### src/rtl/sram_port_arbiter.sv
// sram_port_arbiter
// Shares one single-port SRAM between three requesters: input-tile fetch (0),
// weight fetch (1) and output writeback (2). Round-robin burst arbitration
// with zero grant latency; the owner keeps the port until its last beat or
// MAX_BURST beats. Read data comes back one cycle later with a one-hot tag.
//
// Ports:
//   clk, reset               clock, asynchronous active-high reset
//   req_i/last_i/we_i [2:0]  per-requester beat request, end-of-burst, write
//   addr_i, wdata_i          per-requester address / write data, packed k-major
//   gnt_o [2:0]              one-hot grant; beat k moves when req_i[k]&gnt_o[k]
//   sram_en_o, sram_we_o     SRAM enable / write enable
//   sram_addr_o, sram_wdata_o SRAM address / write data
//   sram_rdata_i             SRAM read data (one cycle after read enable)
//   rvalid_o [2:0], rdata_o  tagged read return
//   busy_o                   burst lock held
//   owner_o                  current or last grantee
//
// Build option: define SRAM_ARB_WB_PRIORITY_EN to let writeback (2) win
// every idle arbitration; requesters 0/1 still rotate between themselves.

module sram_port_arbiter #(
  parameter int ADDR_W    = 12,
  parameter int DATA_W    = 64,
  parameter int MAX_BURST = 16
) (
  input  logic                clk,
  input  logic                reset,
  input  logic [2:0]          req_i,
  input  logic [2:0]          last_i,
  input  logic [2:0]          we_i,
  input  logic [3*ADDR_W-1:0] addr_i,
  input  logic [3*DATA_W-1:0] wdata_i,
  output logic [2:0]          gnt_o,
  output logic                sram_en_o,
  output logic                sram_we_o,
  output logic [ADDR_W-1:0]   sram_addr_o,
  output logic [DATA_W-1:0]   sram_wdata_o,
  input  logic [DATA_W-1:0]   sram_rdata_i,
  output logic [2:0]          rvalid_o,
  output logic [DATA_W-1:0]   rdata_o,
  output logic                busy_o,
  output logic [1:0]          owner_o
);

  localparam int CNT_W = $clog2(MAX_BURST + 1);
  localparam logic [CNT_W-1:0] CAP = CNT_W'(MAX_BURST);

  typedef enum logic {IDLE, BURST} state_t;

  state_t           state;
  logic [1:0]       owner;
  logic [1:0]       rr_ptr;
  logic [CNT_W-1:0] beat_cnt;
  logic [2:0]       rd_tag;

  logic [1:0]       win;
  logic             win_vld;

  function automatic logic [1:0] next_idx(input logic [1:0] idx);
    return (idx == 2'd2) ? 2'd0 : idx + 2'd1;
  endfunction

  // First requester at or after rr_ptr, modulo 3.
  always_comb begin
    logic [2:0] cand;
    logic [1:0] k;
    win     = '0;
    win_vld = 1'b0;
    cand    = req_i;
    k       = rr_ptr;
`ifdef SRAM_ARB_WB_PRIORITY_EN
    cand[2] = 1'b0;
`endif
    for (int unsigned i = 0; i < 3; i++) begin
      if (!win_vld && cand[k]) begin
        win     = k;
        win_vld = 1'b1;
      end
      k = next_idx(k);
    end
`ifdef SRAM_ARB_WB_PRIORITY_EN
    if (req_i[2]) begin
      win     = 2'd2;
      win_vld = 1'b1;
    end
`endif
  end

  always_comb begin
    gnt_o = '0;
    if (state == IDLE) begin
      if (win_vld) gnt_o[win] = 1'b1;
    end else if (req_i[owner]) begin
      gnt_o[owner] = 1'b1;
    end
  end

  // Grant is one-hot and only ever given to a requester, so an AND-OR mux
  // suffices and leaves every SRAM-side output at zero with no grant.
  always_comb begin
    sram_en_o    = |gnt_o;
    sram_we_o    = 1'b0;
    sram_addr_o  = '0;
    sram_wdata_o = '0;
    for (int unsigned k = 0; k < 3; k++) begin
      if (gnt_o[k]) begin
        sram_we_o    = we_i[k];
        sram_addr_o  = addr_i[k*ADDR_W +: ADDR_W];
        sram_wdata_o = wdata_i[k*DATA_W +: DATA_W];
      end
    end
  end

  always_ff @(posedge clk or posedge reset) begin
    if (reset) begin
      state    <= IDLE;
      owner    <= '0;
      rr_ptr   <= '0;
      beat_cnt <= '0;
      rd_tag   <= '0;
    end else begin
      rd_tag <= gnt_o & ~we_i;
      case (state)
        IDLE: begin
          if (win_vld) begin
            owner <= win;
            if (last_i[win] || MAX_BURST == 1) begin
              rr_ptr <= next_idx(win);
            end else begin
              state    <= BURST;
              beat_cnt <= CNT_W'(1);
            end
          end
        end
        BURST: begin
          if (req_i[owner]) begin
            if (last_i[owner] || (beat_cnt + CNT_W'(1)) == CAP) begin
              state    <= IDLE;
              beat_cnt <= '0;
              rr_ptr   <= next_idx(owner);
            end else begin
              beat_cnt <= beat_cnt + CNT_W'(1);
            end
          end
        end
        default: state <= IDLE;
      endcase
    end
  end

  assign busy_o   = (state == BURST);
  assign owner_o  = owner;
  assign rvalid_o = rd_tag;
  assign rdata_o  = sram_rdata_i;

endmodule

### config.mk
export PLATFORM = sky130hd
export DESIGN_NAME = sram_port_arbiter
export DESIGN_NICKNAME = d
export VERILOG_FILES = /design/src/rtl/sram_port_arbiter.sv
export SDC_FILE = /design/constraint.sdc
export NUM_CORES = 1
export LEC_CHECK = 0
export CORE_AREA = 2 2 177 179
export CTS_BUF_LIST = sky130_fd_sc_hd__clkbuf_4
export DETAILED_ROUTE_END_ITERATION = 6
export DIE_AREA = 0 0 179 181
export PLACE_DENSITY = 0.48
export RECOVER_POWER = 50
export SLEW_MARGIN = 20
export SYNTH_ARGS = -nofsm -noshare
export SYNTH_HDL_FRONTEND = slang
export SYNTH_SLANG_ARGS = --single-unit
### constraint.sdc
create_clock -name clk -period 2.6 [get_ports clk]
set_input_delay 0.39 -clock clk [delete_from_list [all_inputs] [get_ports clk]]
set_output_delay 0.39 -clock clk [all_outputs]
set_load 0.02 [all_outputs]
==> results.md, run 1 <==
- The power density over the cells is 1080 nW/µm².
- The register bit total from synthesis is 13.
- Dividing the detail-routed via count by the number of cells gives 3.94.
- The number of antenna violations at the first check in global routing is 5.
- Of all flip-flops after synthesis, the portion carrying an async set or reset was 100%.
- The routed design could run at a clock period as short as 2.94 ns.
- The post-CTS clock slew at the launch and capture registers of the worst setup and hold paths is 0.10 ns.
- The number of I/O pins is 454.
- The largest clock skew in the final design is 0.00638 ns.
- The data required time of the worst path is 2.21 ns.
- The number of hold-slack violations in the final timing report came to 0.
- In this run the mean area of a mapped cell was 7.50 µm².
- From synthesis to final layout, the design area changed by 161%.
- The floorplan step set the die height to 181 µm.
- The area taken by multi-input logic gates is 1370 µm².
- In this run, the number of DRC markers left after iteration 0 of detailed routing was 451.
- The accumulated negative setup slack is -6.14 ns.
- In this run the remaining antenna-violating nets after routing total 0.
- The final-stage net count is 966.
- The wire length of the first global-routing pass is 27.3 mm.
- The checks that failed: DRC, setup timing.
- Measured in cells, the most critical reg-to-reg path has a length of 9.
- On the critical path, the stage with the largest delay is an instance of a222oi_1.
- The max-slew headroom at the worst pin is 61.2%.
- The netlist uses 44 different library cells.
- Walking the worst path, the cells encountered are buf_6, nor2b_1, o21ai_1, nand4b_1, nand2_4, buf_12, buf_12, buf_4, a222oi_1, inv_1, buf_2.
- The initial standard-cell utilization of the core is 8.47%.
- The die is 179 µm wide.
- Routability-driven placement finished with a final weighted congestion of 0.815.
- The register-to-register setup slack is 0.48 ns.
- The core region is 30300 µm².
- The static power due to leakage is 3.13 nW.
- The floorplan has 64 rows.
- The clock network latency to the later pin of the worst-skew pair is 0.29 ns.
- After synthesis, flip-flops and latches occupy 12.7% of the total area.
- The TritonCTS buffer count is 3.
- Among the stages of the critical path, the cell type that occurs most often is buf_12.
- Counting flops with a built-in enable in the synthesized netlist gives 0.
- The flow ran to the end, but the final reports show violations.
- Dividing the detail-routed wire length by the instance count gives 19.8 µm.
- Setup violations remaining at the end of the flow were counted as 76.
- The final non-filler cell total is 1058.
- Along the worst path, the maximum fanout reaches 6.
- The largest stage delay on the critical path is 0.48 ns.
- The remaining global-route overflow is 0.
- In the layout the commonest cells are clkdlybuf4s50_1 (241), inv_1 (79), a222oi_1 (76).
- The number of nets produced by synthesis is 647.
- The number of placed instances, taps included is 1011.
- The clock tree buffer depth is 2.
- The via count of the first global-routing pass is 4243.
- The reported max-cap violation count is 0.
- The clock tree from TritonCTS is yes.
- Cells with a size suffix above 1 make up 28.3% of the layout.
- Fill cells in the final layout number 3318.
- The placed wire-length estimate is 14.8 mm.
- For this run, the leading register cell type out of synthesis is dfrtp_1.
- The worst setup slack after placement is -0.762 ns.
- The min-delay analysis places its worst path in the category primary input to asynchronous set/reset pin.
- Measured on the finished design, the core utilization comes to 22.1%.
- The total area of sequential cells is 328 µm².
- The worst-case IR drop observed on VDD is 0.571 mV.
- The fmax is 340 MHz.
- CTS placed an instance of clkbuf_4 at the clock tree root.
- STA classifies the critical path endpoint as an output pin.
- The worst setup path is of the flop to output pin kind.
- The final count of pins violating max slew is 0.
- Leaving out fill and tap cells, the most frequent cell in the layout is clkdlybuf4s50_1.
- The maximum number of pins on one net before global-route repair is 54.
- For this run, the detailed router's first-pass iteration total came to 7.
- The netlist area before placement is 2570 µm².
- The cell count after synthesis came out at 343.
- The slew at the pin closest to its max-slew limit is 0.582 ns.
- Setup repair after global routing could not meet its margin everywhere.
- In this run the number of H-tree levels came out at 1.
- The reg-to-reg endpoint is beat_cnt[2].
- Port buffering added 325 buffers.
- The full die area is 32400 µm².
- Data on the critical path arrives at its endpoint at 2.55 ns.
- The critical register-to-register path startpoint is rr_ptr[0].
- After detailed routing, the number of remaining DRC violations is 8.
- The final worst slack is -0.343 ns.
- STA classifies the critical path startpoint as a flop.
- The total number of vias is 4173.
- Global routing consumed, over all layers together, 11.4% of the routing resources.
- The routed design has 20.9 mm of wire.
- The post-route fraction of the period consumed by the critical path is 113%.
- The Yosys warning count is 0.
- The number of clock sinks is 13.
cells by family after synthesis:
logic type | after synthesis | synth area share, %
AO/OA/AOI/OAI | 108 | 38.3
adder cells (fa/ha/maj) | 1 | 0.487
buffers and inverters | 175 | 38.0
flip-flops | 13 | 12.7
multiplexers | 4 | 1.65
AND/OR/NAND/NOR | 42 | 8.91
final cells by class:
cell class,count,share of cell area [%]
repair buffers,406,62.3
multi-input cells,156,20.4
well taps,396,7.38
flip-flops and latches,13,4.88
inverters,82,4.58
clock buffers,3,0.335
clock inverters,1,0.0745
diodes,1,0.0373
state kept, by name, indices dropped and copies added (netlist names):
name,count
beat_cnt,5
rvalid_o,3
owner_o,2
rr_ptr,2
busy_o,1
critical path: cells and delay by family (launching register included):
kind,cells,cell delay [ns]
AND/OR/NAND/NOR,3,0.39
AO/OA/AOI/OAI,2,0.57
flip-flops,1,0.45
buffers and inverters,6,0.83
Yosys cell counts, drive strengths merged, types with 2 or more instances:
cell | count | area (µm²)
inv | 82 | 308
buf | 81 | 622
a222oi | 76 | 761
dfrtp | 13 | 325
clkbuf | 12 | 46.3
nand2 | 12 | 45.0
a21oi | 7 | 42.5
o21ai | 7 | 38.8
nor2b | 6 | 37.5
nor2 | 4 | 15.0
a21o | 3 | 22.5
nand2b | 3 | 21.3
nand3 | 3 | 15.0
nand3b | 3 | 22.5
a22o | 2 | 17.5
mux2 | 2 | 22.5
mux2i | 2 | 20.0
nand4 | 2 | 12.5
nor3 | 2 | 10.0
o211ai | 2 | 15.0
or3 | 2 | 12.5
timing repair:
action                     4_1_cts  5_1_grt
hold buffers                     0        0
gates resized for setup        368       70
setup endpoints to repair       81       79
buffers inserted                10       22
gates cloned                     9        4
pin swaps                       62       45
report_power, final:
part	total, W	internal (W)	leakage [nW]	switching, W
registers	0.000383	0.000275	0.165	0.000108
clock network	0.000136	0.0000572	0.0177	0.0000787
logic	0.00675	0.00339	2.94	0.00336
total	0.00727	0.00372	3.13	0.00355
per-stage QoR:
| stage | total power, W | hold slack [ns] | cell area (µm²) |
|---|---|---|---|
| CTS | 0.00655 | 0.469 | 6310 |
| detailed placement | 0.00603 | 0.548 | 6070 |
| global placement | 0.00603 | 0.531 | 6070 |
| finish | 0.00727 | 0.452 | 6710 |
| floorplan | 0.00325 | 0.267 | 2570 |
| global route | 0.00776 | 0.507 | 6710 |
per-layer routing:
metal,vias to the layer above,share of wire (%),wire length (µm),GRT usage (%)
li1,1881,-,-,-
met5,-,0,0,0
met1,1982,42,8890,15.0
met2,290,47,9770,18.8
met3,20,9.9,2070,3.35
met4,0,1.0,209,1.24
how the worst max path moves through the flow:
stage              start                to  slack, ns  cells past startpoint
3_5_place_dp    req_i[0]   sram_wdata_o[3]      -0.76                     10
4_1_cts        rr_ptr[0]  sram_wdata_o[55]      -0.23                      9
2_1_floorplan  rr_ptr[0]         sram_we_o       0.33                      8
5_1_grt        rr_ptr[0]   sram_wdata_o[3]      -0.43                     11
6_report       rr_ptr[0]   sram_wdata_o[3]      -0.34                     11
3_3_place_gp    req_i[0]   sram_wdata_o[3]      -0.76                     10
No activity file was read; power rests on OpenSTA's default activity.
==> inputs of run 2 (changes only) <==
Settings changed: ABC_CLOCK_PERIOD_IN_PS set to 2600, SETUP_SLACK_MARGIN set to 0.1.
==> run 2 against run 1 <==
The flow still finishes with violations (DRC, setup timing); global-route usage about the same; cell area rose by 0.99%; flip-flop and latch count stayed put; clock power about the same; worst setup slack got worse by 0.049 ns; combinational power rose by 1%; die area is the same; final cell count unchanged; clock-buffer cell count did not move; critical path type unchanged.
==> results.md, run 2 (synthesized netlist as in run 1, its figures left out) <==
- The per-cell via count in the routed design is 3.91 (-0.86%).
- The utilization after layout is 22.3% (+0.22 points).
- The startpoint of the worst setup timing path is rr_ptr[0].
- The maximum ir drop on the vdd rail is 0.571 mV (-0.10%).
- The termination of the worst setup path is sram_wdata_o[3].
- The kind of path behind the tightest hold check is primary input to asynchronous set/reset pin.
- The highest net fanout along the worst path is 6 (unchanged).
- The aggregate global-route resource usage came to 11.4% (+0.018 points).
- The net switching share of the total power is 48.1% (-0.73 points).
- The library cell used most frequently in the layout, excluding fill and tap cells, is clkdlybuf4s50_1.
- The via count of the first global-routing pass is 4253 (+0.24%).
- The cell-internal power is 0.00383 W (+2.8%).
- The power density over the cells is 1090 nW/µm² (+0.36%).
- The count of buffer and inverter cells on the critical path was 6 (unchanged).
- The reported max-cap violation count is 0 (unchanged).
- The count of buffers from port buffering is 325 (unchanged).
- The maximum number of pins on one net before global-route repair is 54 (unchanged).
- The clock share of power is 1.8% (about the same).
- The total number of vias is 4137 (-0.86%).
- The final worst slack came to -0.392 ns (-0.0486 ns).
- The max-slew headroom at the worst pin is 60.1% (-1.0 points).
- The post-CTS clock slew at the launch and capture registers of the worst setup and hold paths is 0.10 ns (about the same).
- The critical path's slowest cell is a222oi_1.
- The average wire length per cell after detail routing came to 19.5 µm (-1.2%).
- The cell count along the critical path came to 11 (unchanged).
- The wire length of the first global-routing pass is 27.4 mm (+0.15%).
- The checks that failed: DRC, setup timing.
- The endpoint identified for the worst register-to-register timing path is beat_cnt[2].
- The critical register-to-register path startpoint is rr_ptr[0].
- The final setup violation count is 76 (unchanged).
- The TritonCTS buffer count was 3 (unchanged).
- The root buffer selected by CTS is clkbuf_4.
- The final design area excluding fillers was 6780 µm² (+0.99%).
- The final critical-path required period is 2.99 ns (+0.0486 ns).
- The register-to-register setup slack was 0.48 ns (about the same).
- The final count of pins violating max slew is 0 (unchanged).
- The register share of total power is 5.2% (about the same).
- The final-stage net count came to 966 (unchanged).
- The slew at the pin closest to its max-slew limit is 0.598 ns (+0.0162 ns).
- The placed wire-length estimate came to 14.8 mm (unchanged).
- TritonCTS built the clock tree.
- The detailed-routing iteration count for the pre-antenna-repair pass came to 7 (unchanged).
- The critical path class is flop to output pin.
- The power spent charging and discharging nets is 0.00354 W (-0.16%).
- The accumulated negative setup slack came to -6.11 ns (+0.0312 ns).
- The final-layout worst hold slack is 0.451 ns (-0.00132 ns).
- The initial standard-cell utilization of the core is 8.47% (unchanged).
- The largest stage delay on the critical path is 0.53 ns (+0.05 ns).
- The remaining global-route overflow is 0 (unchanged).
- The data required time of the worst path is 2.21 ns (about the same).
- The combinational share of power is 92.9% (about the same).
- The count of hold-fix buffers inserted at cts was 0 (unchanged).
- The kind of cell adding the most delay to the critical path is buffers and inverters.
- The placer congestion estimate was 0.815 (unchanged).
- The number of antenna-violating nets in the routed design was 0 (unchanged).
- The post-route fraction of the period consumed by the critical path is 115% (+1.9 points).
- Counting stages on the worst path, the most repeated cell is buf_12.
- The number of hold-slack violations in the final timing report is 0 (unchanged).
- The largest clock skew in the final design came to 0.00725 ns (+0.000869 ns).
- In the layout the commonest cells are clkdlybuf4s50_1 (241), inv_1 (79), a222oi_1 (76).
- The number of clock sinks came to 13 (unchanged).
- The number of antenna violations at the first check in global routing is 5 (unchanged).
- The filler cell count in the final layout was 3312 (-0.18%).
- The share of final-layout standard cells stronger than drive strength 1 came to 28.4% (+0.15 points).
- Relative to the synthesized area, the layout overhead comes to 164%.
- Setup repair after global routing could not meet its margin everywhere.
- The number of cells on the worst reg-to-reg path is 9 (unchanged).
- The worst setup path is launched from a flop.
- The full die area was 32400 µm² (unchanged).
- The violation count after the first detailed-routing iteration was 460 (+2.0%).
- The type of destination of the critical path is an output pin.
- The static power due to leakage is 3.14 nW (+0.44%).
- The area of the core region is 30300 µm² (unchanged).
- The number of I/O pins is 454 (unchanged).
- The number of DRC violations after detailed routing is 1 (-7).
- The die extent in y is 181 µm (unchanged).
- The wire length reported by the detailed router is 20.7 mm (-1.2%).
- The fmax was 334 MHz (-1.6%).
- The die width came to 179 µm (unchanged).
- The cell area after placement came to 6070 µm² (unchanged).
- The data arrival time of the critical path is 2.60 ns (+0.05 ns).
- The flip-flop count of the largest register after layout was 5 (unchanged).
- The run finished, with violations left.
- The count of H-tree levels built during CTS came to 1 (unchanged).
- The number of placement rows was 64 (unchanged).
- Traced cell by cell, the critical path runs through buf_6, nor2b_1, o21ai_1, nand4b_1, nand2_4, buf_12, buf_12, buf_4, a222oi_1, inv_1, buf_2.
- The clock network latency to the later pin of the worst-skew pair came to 0.29 ns (about the same).
- The register with the most flip-flops is beat_cnt.
- The clock tree buffer depth is 2 (unchanged).
==> run 2: cell types whose count changed in the layout (fill, tap and decap cells not counted) <==
cell,delta
buf_12,+1
buf_16,+1
buf_2,-5
buf_4,-2
buf_6,+5
clkdlybuf4s15_1,+1
dfrtp_1,-1
dfrtp_2,+1
dlygate4sd2_1,-1
==> run 2: power by group through the flow <==
stage | Clock, W | Combinational, W | Sequential [W]
global placement | 0 | 0.00567 | 0.000365
detailed placement | 0 | 0.00566 | 0.000364
global route | 0.000151 | 0.00731 | 0.000398
finish | 0.000136 | 0.00685 | 0.000384
CTS | 0.000145 | 0.00619 | 0.000376
floorplan | 0 | 0.00288 | 0.000375
==> run 2: layout make-up <==
cell class | count | area (µm²) | area share, %
Antenna cell | 1 | 2.50 | 0.0369
Sequential cell | 13 | 329 | 4.85
Clock buffer | 3 | 22.5 | 0.332
Clock inverter | 1 | 5.00 | 0.0738
Multi-Input combinational cell | 156 | 1370 | 20.2
Inverter | 82 | 308 | 4.54
Tap cell | 396 | 495 | 7.31
Timing Repair Buffer | 406 | 4250 | 62.6
==> run 2: layer usage <==
layer	vias to the layer above	global-route usage [%]	wire length [µm]
met3	20	3.41	2140
met5	-	0	0
li1	1882	-	-
met4	0	1.24	209
met1	1955	15.0	8670
met2	280	18.8	9660
==> run 2: how the worst min path moves through the flow <==
stage                      from     endpoint  slack [ns]  depth (start not counted)
floorplan                 reset  beat_cnt[0]        0.27                          1
global placement    beat_cnt[4]  beat_cnt[4]        0.53                          1
detailed placement  beat_cnt[4]  beat_cnt[4]        0.55                          1
CTS                       reset  rvalid_o[2]        0.47                          2
global route              reset  rvalid_o[2]        0.51                          2
finish                    reset  rvalid_o[2]        0.45                          2
==> run 2: per-stage QoR <==
stage | std cells | worst slack [ns] | total power, W
finish | 1058 | -0.392 | 0.00737
CTS | 1034 | -0.234 | 0.00671
global route | 1057 | -0.433 | 0.00786
global placement | 1011 | -0.762 | 0.00603
floorplan | 343 | 0.332 | 0.00325
detailed placement | 1011 | -0.762 | 0.00603
==> run 2: repair_timing <==
| item | CTS | global route |
|---|---|---|
| endpoints found under the hold margin | 0 | 0 |
| setup endpoints to repair | 81 | 81 |
| pin swaps | 63 | 44 |
| setup buffers | 10 | 23 |
| cloned | 9 | 3 |
| resized for setup | 396 | 55 |
